### src/rtl/alu_reg8_pkg.sv
// Shared constants for the registered 8-bit add/subtract unit:
// datapath width and the MODO operation encodings.
package alu_reg8_pkg;

    localparam int W = 8;

    typedef enum logic [1:0] {
        MODO_HOLD  = 2'b00,
        MODO_SUMA  = 2'b01,
        MODO_RESTA = 2'b10,
        MODO_CLR   = 2'b11
    } modo_t;

endpackage

### src/rtl/alu_reg8_if.sv
// Operand/result bundle between the stimulus generator (master) and
// the ALU (slave).
interface alu_reg8_if;
    import alu_reg8_pkg::*;

    logic         enb;
    logic [1:0]   modo;
    logic [W-1:0] a;
    logic [W-1:0] b;
    logic         rci;
    logic [W-1:0] q;
    logic         rco;

    modport master (
        output enb, modo, a, b, rci,
        input  q, rco
    );

    modport slave (
        input  enb, modo, a, b, rci,
        output q, rco
    );

endinterface

### src/rtl/alu_reg8_sumador4.sv
// 4-bit ripple-carry adder; two of these are chained to form the
// 8-bit datapath.
module sumador4 (
    input  logic [3:0] a,
    input  logic [3:0] b,
    input  logic       cin,
    output logic [3:0] s,
    output logic       cout
);

    logic c;

    always_comb begin
        c = cin;
        s = '0;
        for (int i = 0; i < 4; i++) begin
            s[i] = a[i] ^ b[i] ^ c;
            c    = (a[i] & b[i]) | (c & (a[i] ^ b[i]));
        end
        cout = c;
    end

endmodule

### src/rtl/alu_reg8.sv
// Registered 8-bit add/subtract unit with ripple carry/borrow chaining,
// hold/clear modes and a global enable.
module alu_reg8 (
    input  logic      clk,
    input  logic      rst_n,
    alu_reg8_if.slave bus
);
    import alu_reg8_pkg::*;

    logic         resta;
    logic [W-1:0] b_op;
    logic         cin;
    logic         c_mid;
    logic         c_out;
    logic [W-1:0] suma;
    logic [W-1:0] q_reg;
    logic         rco_reg;
    logic [W-1:0] q_next;
    logic         rco_next;

    // Subtract reuses the adder: A + ~B + ~RCI, with borrow = ~carry-out.
    assign resta = (bus.modo == MODO_RESTA);
    assign b_op  = resta ? ~bus.b : bus.b;
    assign cin   = resta ? ~bus.rci : bus.rci;

    sumador4 u_lo (
        .a    (bus.a[3:0]),
        .b    (b_op[3:0]),
        .cin  (cin),
        .s    (suma[3:0]),
        .cout (c_mid)
    );

    sumador4 u_hi (
        .a    (bus.a[7:4]),
        .b    (b_op[7:4]),
        .cin  (c_mid),
        .s    (suma[7:4]),
        .cout (c_out)
    );

    always_comb begin
        q_next   = q_reg;
        rco_next = rco_reg;
        if (bus.enb) begin
            case (modo_t'(bus.modo))
                MODO_HOLD: begin
                    q_next   = q_reg;
                    rco_next = rco_reg;
                end
                MODO_SUMA: begin
                    q_next   = suma;
                    rco_next = c_out;
                end
                MODO_RESTA: begin
                    q_next   = suma;
                    rco_next = ~c_out;
                end
                MODO_CLR: begin
                    q_next   = '0;
                    rco_next = 1'b0;
                end
            endcase
        end
    end

    always_ff @(posedge clk or negedge rst_n) begin
        if (!rst_n) begin
            q_reg   <= '0;
            rco_reg <= 1'b0;
        end else begin
            q_reg   <= q_next;
            rco_reg <= rco_next;
        end
    end

    assign bus.q   = q_reg;
    assign bus.rco = rco_reg;

endmodule

### src/flat_wrapper.sv
// flat-port wrapper written by rule: the top's interface ports become plain ports
module alu_reg8_flat import alu_reg8_pkg::*;
  (clk, rst_n, bus_enb, bus_modo, bus_a, bus_b, bus_rci, bus_q, bus_rco);
  alu_reg8_if bus_i ();
  input  logic clk;
  input  logic rst_n;
  input wire logic [$bits(bus_i.enb)-1:0] bus_enb;
  input wire logic [$bits(bus_i.modo)-1:0] bus_modo;
  input wire logic [$bits(bus_i.a)-1:0] bus_a;
  input wire logic [$bits(bus_i.b)-1:0] bus_b;
  input wire logic [$bits(bus_i.rci)-1:0] bus_rci;
  output wire logic [$bits(bus_i.q)-1:0] bus_q;
  output wire logic [$bits(bus_i.rco)-1:0] bus_rco;
  assign bus_i.enb = bus_enb;
  assign bus_i.modo = bus_modo;
  assign bus_i.a = bus_a;
  assign bus_i.b = bus_b;
  assign bus_i.rci = bus_rci;
  assign bus_q = bus_i.q;
  assign bus_rco = bus_i.rco;
  alu_reg8 u_core (.clk(clk), .rst_n(rst_n), .bus(bus_i));
endmodule
### config.mk
export PLATFORM = sky130hd
export DESIGN_NAME = alu_reg8_flat
export DESIGN_NICKNAME = d
export VERILOG_FILES = /design/src/rtl/alu_reg8_pkg.sv /design/src/rtl/alu_reg8_if.sv /design/src/rtl/alu_reg8_sumador4.sv /design/src/rtl/alu_reg8.sv /design/src/flat_wrapper.sv
export SDC_FILE = /design/constraint.sdc
export NUM_CORES = 1
export LEC_CHECK = 0
export BUFFER_PORTS_ARGS = -buffer_cell sky130_fd_sc_hd__buf_2
export CAP_MARGIN = 0
export CORE_ASPECT_RATIO = 0.75
export CORE_UTILIZATION = 34
export DETAILED_ROUTE_END_ITERATION = 7
export SKIP_CTS_REPAIR_TIMING = 1
export SLEW_MARGIN = 20
export SYNTH_ARGS = -nofsm -noshare
export SYNTH_HDL_FRONTEND = slang
export SYNTH_HIERARCHICAL = 1
export SYNTH_SLANG_ARGS = --single-unit
### constraint.sdc
create_clock -name clk -period 1.05 [get_ports clk]
set_input_delay 0.315 -clock clk [delete_from_list [all_inputs] [get_ports clk]]
set_output_delay 0.315 -clock clk [all_outputs]
set_load 0.02 [all_outputs]
## Yosys cells after proc, flatten, opt, wreduce, memory -nomap -nowiden

Cells that the tools add are included.

- Register bits after elaboration: 9
- Word-level logic and storage cells: 56
- Memories kept: 0
- Bits in writable memories: 0
- Input bits: 22
- Output and inout port bits: 9
- Bits in latches: 0
- ROM bits: 0

- Add/sub/neg operators: 0
- Mux-type cells: 4
- Shifts and indexed selects: 0
- Reductions and logical operators: 3
- Eq/ne operators: 3
- Bitwise operators: 44
- Magnitude comparators: 0
- Multipliers: 0
- Div/mod/pow operators: 0

Operator list:

| cell | count |
|---|---|
| 1-bit bitwise AND | 16 |
| 8-bit one-hot mux with 2 select lines | 1 |
| 1-bit bitwise XOR | 16 |
| 8-bit two-way mux | 1 |
| 8-bit NOT | 1 |
| 1-bit OR | 8 |
| 2-bit equality test, second input constant | 2 |
| 1-bit NOT | 3 |
| 1-bit one-hot mux with 3 select lines | 1 |
| 2-bit by 1-bit equality test with 1-bit output, second input constant | 1 |
| 2-bit zero test | 1 |
| 2-bit AND reduction | 1 |
| 2-bit OR reduction | 1 |
| 1-bit two-way mux | 1 |

## Logic depth before layout (Yosys ltp)

- Word-level depth: 21
- Mapped depth: 21
- Mapped depth without buffers: 20

## By module

The synthesis kept the hierarchy.

By module, submodules not included:

| module | cells each | area an instance (µm²) | seq. area each (µm²) | instances |
|---|---|---|---|---|
| alu_reg8 | 71 | 696.9 | 225.2 | 1 |
| sumador4 | 14 | 117.6 | 0.0 | 2 |

## Worst setup path before layout

OpenSTA, ideal clock, no wires.

- Path kind: input to register
- Start: input port bus_modo[0]
- End: register u_core.rco_reg, in the netlist u_core/bus.rco
- Required time: 0.963 ns
- Path slack: -2.691 ns
- Arrival: 3.653 ns
- Stages: 21
- Library setup time: 0.087 ns
- Path buffers: 1
- Cell sequence: nand2b_1 > buf_4 > xnor2_1 > fa_1 > inv_1 > fa_1 > inv_1 > fa_1 > inv_1 > fa_1 > inv_1 > fa_1 > inv_1 > fa_1 > inv_1 > fa_1 > inv_1 > fa_1 > inv_1 > mux2_2 > a22oi_1

- Cells in the longest elaborated chain, start to end: 21
- Elaborated cells on any way between the ends: 42
- Those cells by class: eq/ne (3); mux (3); bitwise (34); reduce/logical (2)

RTL lines:

| what | line | source |
|---|---|---|
| start, declared | flat_wrapper.sv:8 | `input wire logic [$bits(bus_i.modo)-1:0] bus_modo;` |
| 2-bit equality test (*) | alu_reg8.sv:22 | `assign resta = (bus.modo == MODO_RESTA);` |
| 8-bit two-way mux (*) | alu_reg8.sv:23 | `assign b_op = resta ? ~bus.b : bus.b;` |
| via u_core.b_op[0] | alu_reg8.sv:11 | `logic [W-1:0] b_op;` |
| 1-bit bitwise XOR | alu_reg8_sumador4.sv:18 | `c = (a[i] & b[i]) \| (c & (a[i] ^ b[i]));` |
| 1-bit bitwise AND | alu_reg8_sumador4.sv:18 |  |
| 1-bit OR (*) | alu_reg8_sumador4.sv:18 |  |
| 1-bit bitwise AND (*) | alu_reg8_sumador4.sv:18 |  |
| 1-bit OR (*) | alu_reg8_sumador4.sv:18 |  |
| [... 4 more ...] | n/a |  |
| via u_core.c_mid | alu_reg8.sv:13 | `logic c_mid;` |
| [... 3 more ...] | n/a |  |
| 1-bit OR (*) | alu_reg8_sumador4.sv:18 |  |
| 1-bit bitwise AND (*) | alu_reg8_sumador4.sv:18 |  |
| 1-bit OR (*) | alu_reg8_sumador4.sv:18 |  |
| 1-bit bitwise AND (*) | alu_reg8_sumador4.sv:18 |  |
| 1-bit OR (*) | alu_reg8_sumador4.sv:18 |  |
| via u_core.c_out | alu_reg8.sv:14 | `logic c_out;` |
| 1-bit NOT | alu_reg8.sv:57 | `rco_next = ~c_out;` |
| 1-bit one-hot mux with 3 select lines (*) | alu_reg8.sv:46 | `case (modo_t'(bus.modo))` |
| end signal, assigned | alu_reg8.sv:73 | `rco_reg <= rco_next;` |
| end, declared | alu_reg8.sv:17 | `logic rco_reg;` |

Mark *: on every way through the listed nets, which the timed path passes. The rest lies on a longest branch.
A chain may end at the register's enable or synchronous reset.

## Worst setup path in the final report

- Start: input port bus_modo[0]
- End: register u_core.q_reg[7], in the netlist u_core/bus.q[7]

- Cells in the longest elaborated chain, start to end: 19
- Elaborated cells on any way between the ends: 40
- Those cells by class: eq/ne (3); mux (3); bitwise (31); reduce/logical (3)

RTL lines:

| what | line | source |
|---|---|---|
| 2-bit equality test (*) | alu_reg8.sv:22 |  |
| 8-bit two-way mux (*) | alu_reg8.sv:23 |  |
| via u_core.b_op[0] | alu_reg8.sv:11 |  |
| 1-bit bitwise XOR | alu_reg8_sumador4.sv:18 |  |
| 1-bit bitwise AND | alu_reg8_sumador4.sv:18 |  |
| 1-bit OR (*) | alu_reg8_sumador4.sv:18 |  |
| 1-bit bitwise AND (*) | alu_reg8_sumador4.sv:18 |  |
| 1-bit OR (*) | alu_reg8_sumador4.sv:18 |  |
| [... 4 more ...] | n/a |  |
| via u_core.c_mid | alu_reg8.sv:13 |  |
| [... 1 more ...] | n/a |  |
| 1-bit OR (*) | alu_reg8_sumador4.sv:18 |  |
| 1-bit bitwise AND (*) | alu_reg8_sumador4.sv:18 |  |
| 1-bit OR (*) | alu_reg8_sumador4.sv:18 |  |
| 1-bit bitwise AND (*) | alu_reg8_sumador4.sv:18 |  |
| 1-bit OR (*) | alu_reg8_sumador4.sv:18 |  |
| 1-bit bitwise XOR (*) | alu_reg8_sumador4.sv:17 | `s[i] = a[i] ^ b[i] ^ c;` |
| via u_core.suma[7] | alu_reg8.sv:15 | `logic [W-1:0] suma;` |
| 8-bit one-hot mux with 2 select lines (*) | alu_reg8.sv:46 |  |
| end signal, assigned | alu_reg8.sv:72 | `q_reg <= q_next;` |
| end, declared | alu_reg8.sv:16 | `logic [W-1:0] q_reg;` |

Marked as above.

==> metrics.cfg <==
[run_status]
outcome = finished, violations left
violations = negative setup slack

[routing]
drc = 0
drtIter0Drc = 35
drtPass1Iterations = 4
vias = 835
drtAntennaViolNets = 0
drt-wirelength-per-cell_um = 12.3
routed_wl_um = 2140
vias_per_cell = 4.80

[critical_path]
endpoint_kind = flop
startpoint = bus_modo[0]
cp_slowest_stage_delay_ns = 0.43
worstSetupStartpointType = primary input
rr_startpoint = u_core/bus.q[5]
worstSetupEndpoint = u_core/bus.q[7]
critPathMaxFanout = 3
r2r_cells = 3
crit_required_ns = 1.24
cp_cell_sequence = buf_6 -> nand2b_4 -> xnor2_4 -> fa_2 -> inv_2 -> fa_2 -> inv_2 -> fa_2 -> inv_2 -> fa_2 -> inv_2 -> fa_2 -> inv_2 -> fa_2 -> inv_2 -> fa_2 -> inv_2 -> fa_2 -> inv_2 -> nand4b_1 -> nand4_1
worstPathArrival_ns = 3.68
cp_slowest_cell = fa_2
rr_endpoint = u_core/bus.q[5]
critical_path_class = primary input to flop
rrSetupSlack_ns = -0.05

[pwr]
power_mw = 1.76
ir_worst_vdd_mv = 0.452
cellLeakagePower_nw = 0.620
powerDensity_mw_per_mm2 = 1310

[die]
die_area_mm2 = 0.00296
die_w_um = 62.5
die_height_um = 47.3
core_area_mm2 = 0.00260
top_level_ports = 31
start_util_pct = 35.8
row_count = 16

[synthesis]
ys.warnings.count = 6
ys_ff_latch = 9
ys_types = 15
ys_seq_area_share_pct = 24.2
syn_area_um2 = 932
synth_cells = 99
synth_area_per_cell_um2 = 9.42
synth.net_count = 129

[timing]
fin_worst_skew_ns = 0
slew_viol_final = 0
setup_viol = 18
hold_viol_final = 0
max_freq_ghz = 0.287
rsz0062_at_grt = yes
max_slew_margin_pct = 84.4
final.min_clock_period_ns = 3.48
setup_slack_ns = -2.43
final.period_utilization_pct = 332
tightest_slew_ns = 0.232

[clock_network]
htreeDepth = 1
cts-buffers-inserted = 3
clock_latency_ns = 0.26
cts_tree = yes
clock-sinks = 9
path_clk_slew_ns = 0.06
root_buffer = clkbuf_4
clockBufferDepth = 2

[placed_design]
port_buffers = 30
hpwlAfterDp_um = 1560
dp_slack_ns = -2.77
finalWeightedCongestion = 0.650
post_dp_cell_area_mm2 = 0.00118
placed_cells = 162

[final_layout]
layout.cells.non_filler = 174
diodes = 0
area_delta_synth_final_pct = 43.6
fin_area_mm2 = 0.00134
layout-drive-gt1-share_pct = 53.6
largest_register_ffs = 8
nets = 169

[global_route]
grt_pass1_vias = 681
grt_max_degree = 27
overflow = 0
grt_use_total_pct = 14.5
antenna_found_initial = 0
grt_pass1_wl_um = 3170

[job]
drv_cap = 0

[worst_hold_path]
hp-class = primary input to flop

==> cell usage after synthesis <==
| master | instances | area [um2] |
|---|---|---|
| buf_4 | 1 | 7.51 |
| xnor2_1 | 9 | 78.8 |
| mux2_2 | 1 | 11.3 |
| buf_2 | 6 | 30.0 |
| o21ai_0 | 1 | 5.00 |
| dfrtp_1 | 9 | 225 |
| nand2b_1 | 9 | 56.3 |
| or3b_1 | 3 | 26.3 |
| buf_6 | 1 | 11.3 |
| fa_1 | 8 | 160 |
| a22oi_1 | 1 | 7.51 |
| inv_1 | 21 | 78.8 |
| or3b_2 | 5 | 43.8 |
| nand4b_1 | 16 | 140 |
| nand4_1 | 8 | 50.1 |
==> layout make-up <==
type / count / area [um2]
Timing Repair Buffer: 43 / 325
Clock buffer: 4 / 26.3
Fill cell: 243 / 1260
Inverter: 21 / 78.8
Sequential cell: 9 / 225
Multi-Input combinational cell: 61 / 638
Tap cell: 36 / 45.0
==> per-stage QoR <==
stage / hold WS (ns) / setup TNS [ns] / util, %
detailed placement: 0.178 / -15.68 / 45.3
finish: 0.418 / -13.77 / 51.4
floorplan: 0.0194 / -14.43 / -
global route: 0.423 / -14.83 / 51.4
global placement: 0.182 / -15.16 / 45.3
CTS: -0.104 / -14.07 / 46.3
==> how the worst min path moves through the flow <==
stage                     cells past startpoint         endpoint  startpoint  slack [ns]
after floorplan                               0  u_core/bus.q[0]       rst_n        0.02
after global placement                        1  u_core/bus.q[4]       rst_n        0.18
after detailed placement                      1  u_core/bus.q[0]       rst_n        0.18
after CTS                                     1  u_core/bus.q[0]       rst_n       -0.10
after global routing                          3   u_core/bus.rco     bus_enb        0.42
final                                         3   u_core/bus.rco     bus_enb        0.42
==> cells in the final DEF (no fill, tap or decap) <==
cell type | synthesis | routed
a22oi_2 | 0 | 1
buf_12 | 0 | 1
buf_2 | 6 | 20
buf_4 | 1 | 11
buf_6 | 1 | 10
clkbuf_1 | 0 | 1
clkbuf_4 | 0 | 3
dfrtp_1 | 9 | 9
dlygate4sd3_1 | 0 | 1
fa_2 | 0 | 8
inv_1 | 21 | 10
inv_2 | 0 | 11
mux2_2 | 1 | 1
nand2b_1 | 9 | 8
nand2b_4 | 0 | 1
nand4_1 | 8 | 8
nand4b_1 | 16 | 16
o21ai_0 | 1 | 1
or3b_1 | 3 | 3
or3b_2 | 5 | 5
xnor2_1 | 9 | 7
xnor2_2 | 0 | 1
xnor2_4 | 0 | 1
==> layer usage <==
layer  track usage, %  vias up  share of wire (%)
met1             17.8      397                 46
met5                0        -                  0
met2             24.8       28                 48
li1                 -      410                  -
met4             2.79        0                  0
met3             5.83        0                6.3
==> critical path, delay by kind of cell <==
kind	cells	cell delay [ns]
adder cells (fa/ha/maj)	8	2.33
buffers and inverters	9	0.52
AND/OR/NAND/NOR	3	0.36
XOR/XNOR	1	0.14
==> cell families (layout without fill, tap and decap cells) <==
| group | after synthesis | count (layout) | share of synthesized area [%] |
|---|---|---|---|
| compound gates | 2 | 2 | 1.34 |
| xor+xnor | 9 | 9 | 8.46 |
| fa+ha+maj | 8 | 8 | 17.2 |
| buf+inv | 29 | 68 | 13.7 |
| flops | 9 | 9 | 24.2 |
| mux | 1 | 1 | 1.21 |
| simple gates | 41 | 41 | 34.0 |
==> report_power, final <==
part | internal [mW] | switching [mW] | total (mW)
combinational | 0.524 | 0.455 | 0.979
clock | 0.147 | 0.122 | 0.268
sequential | 0.433 | 0.0766 | 0.509
Note: power is estimated with default switching activity, not from simulation.
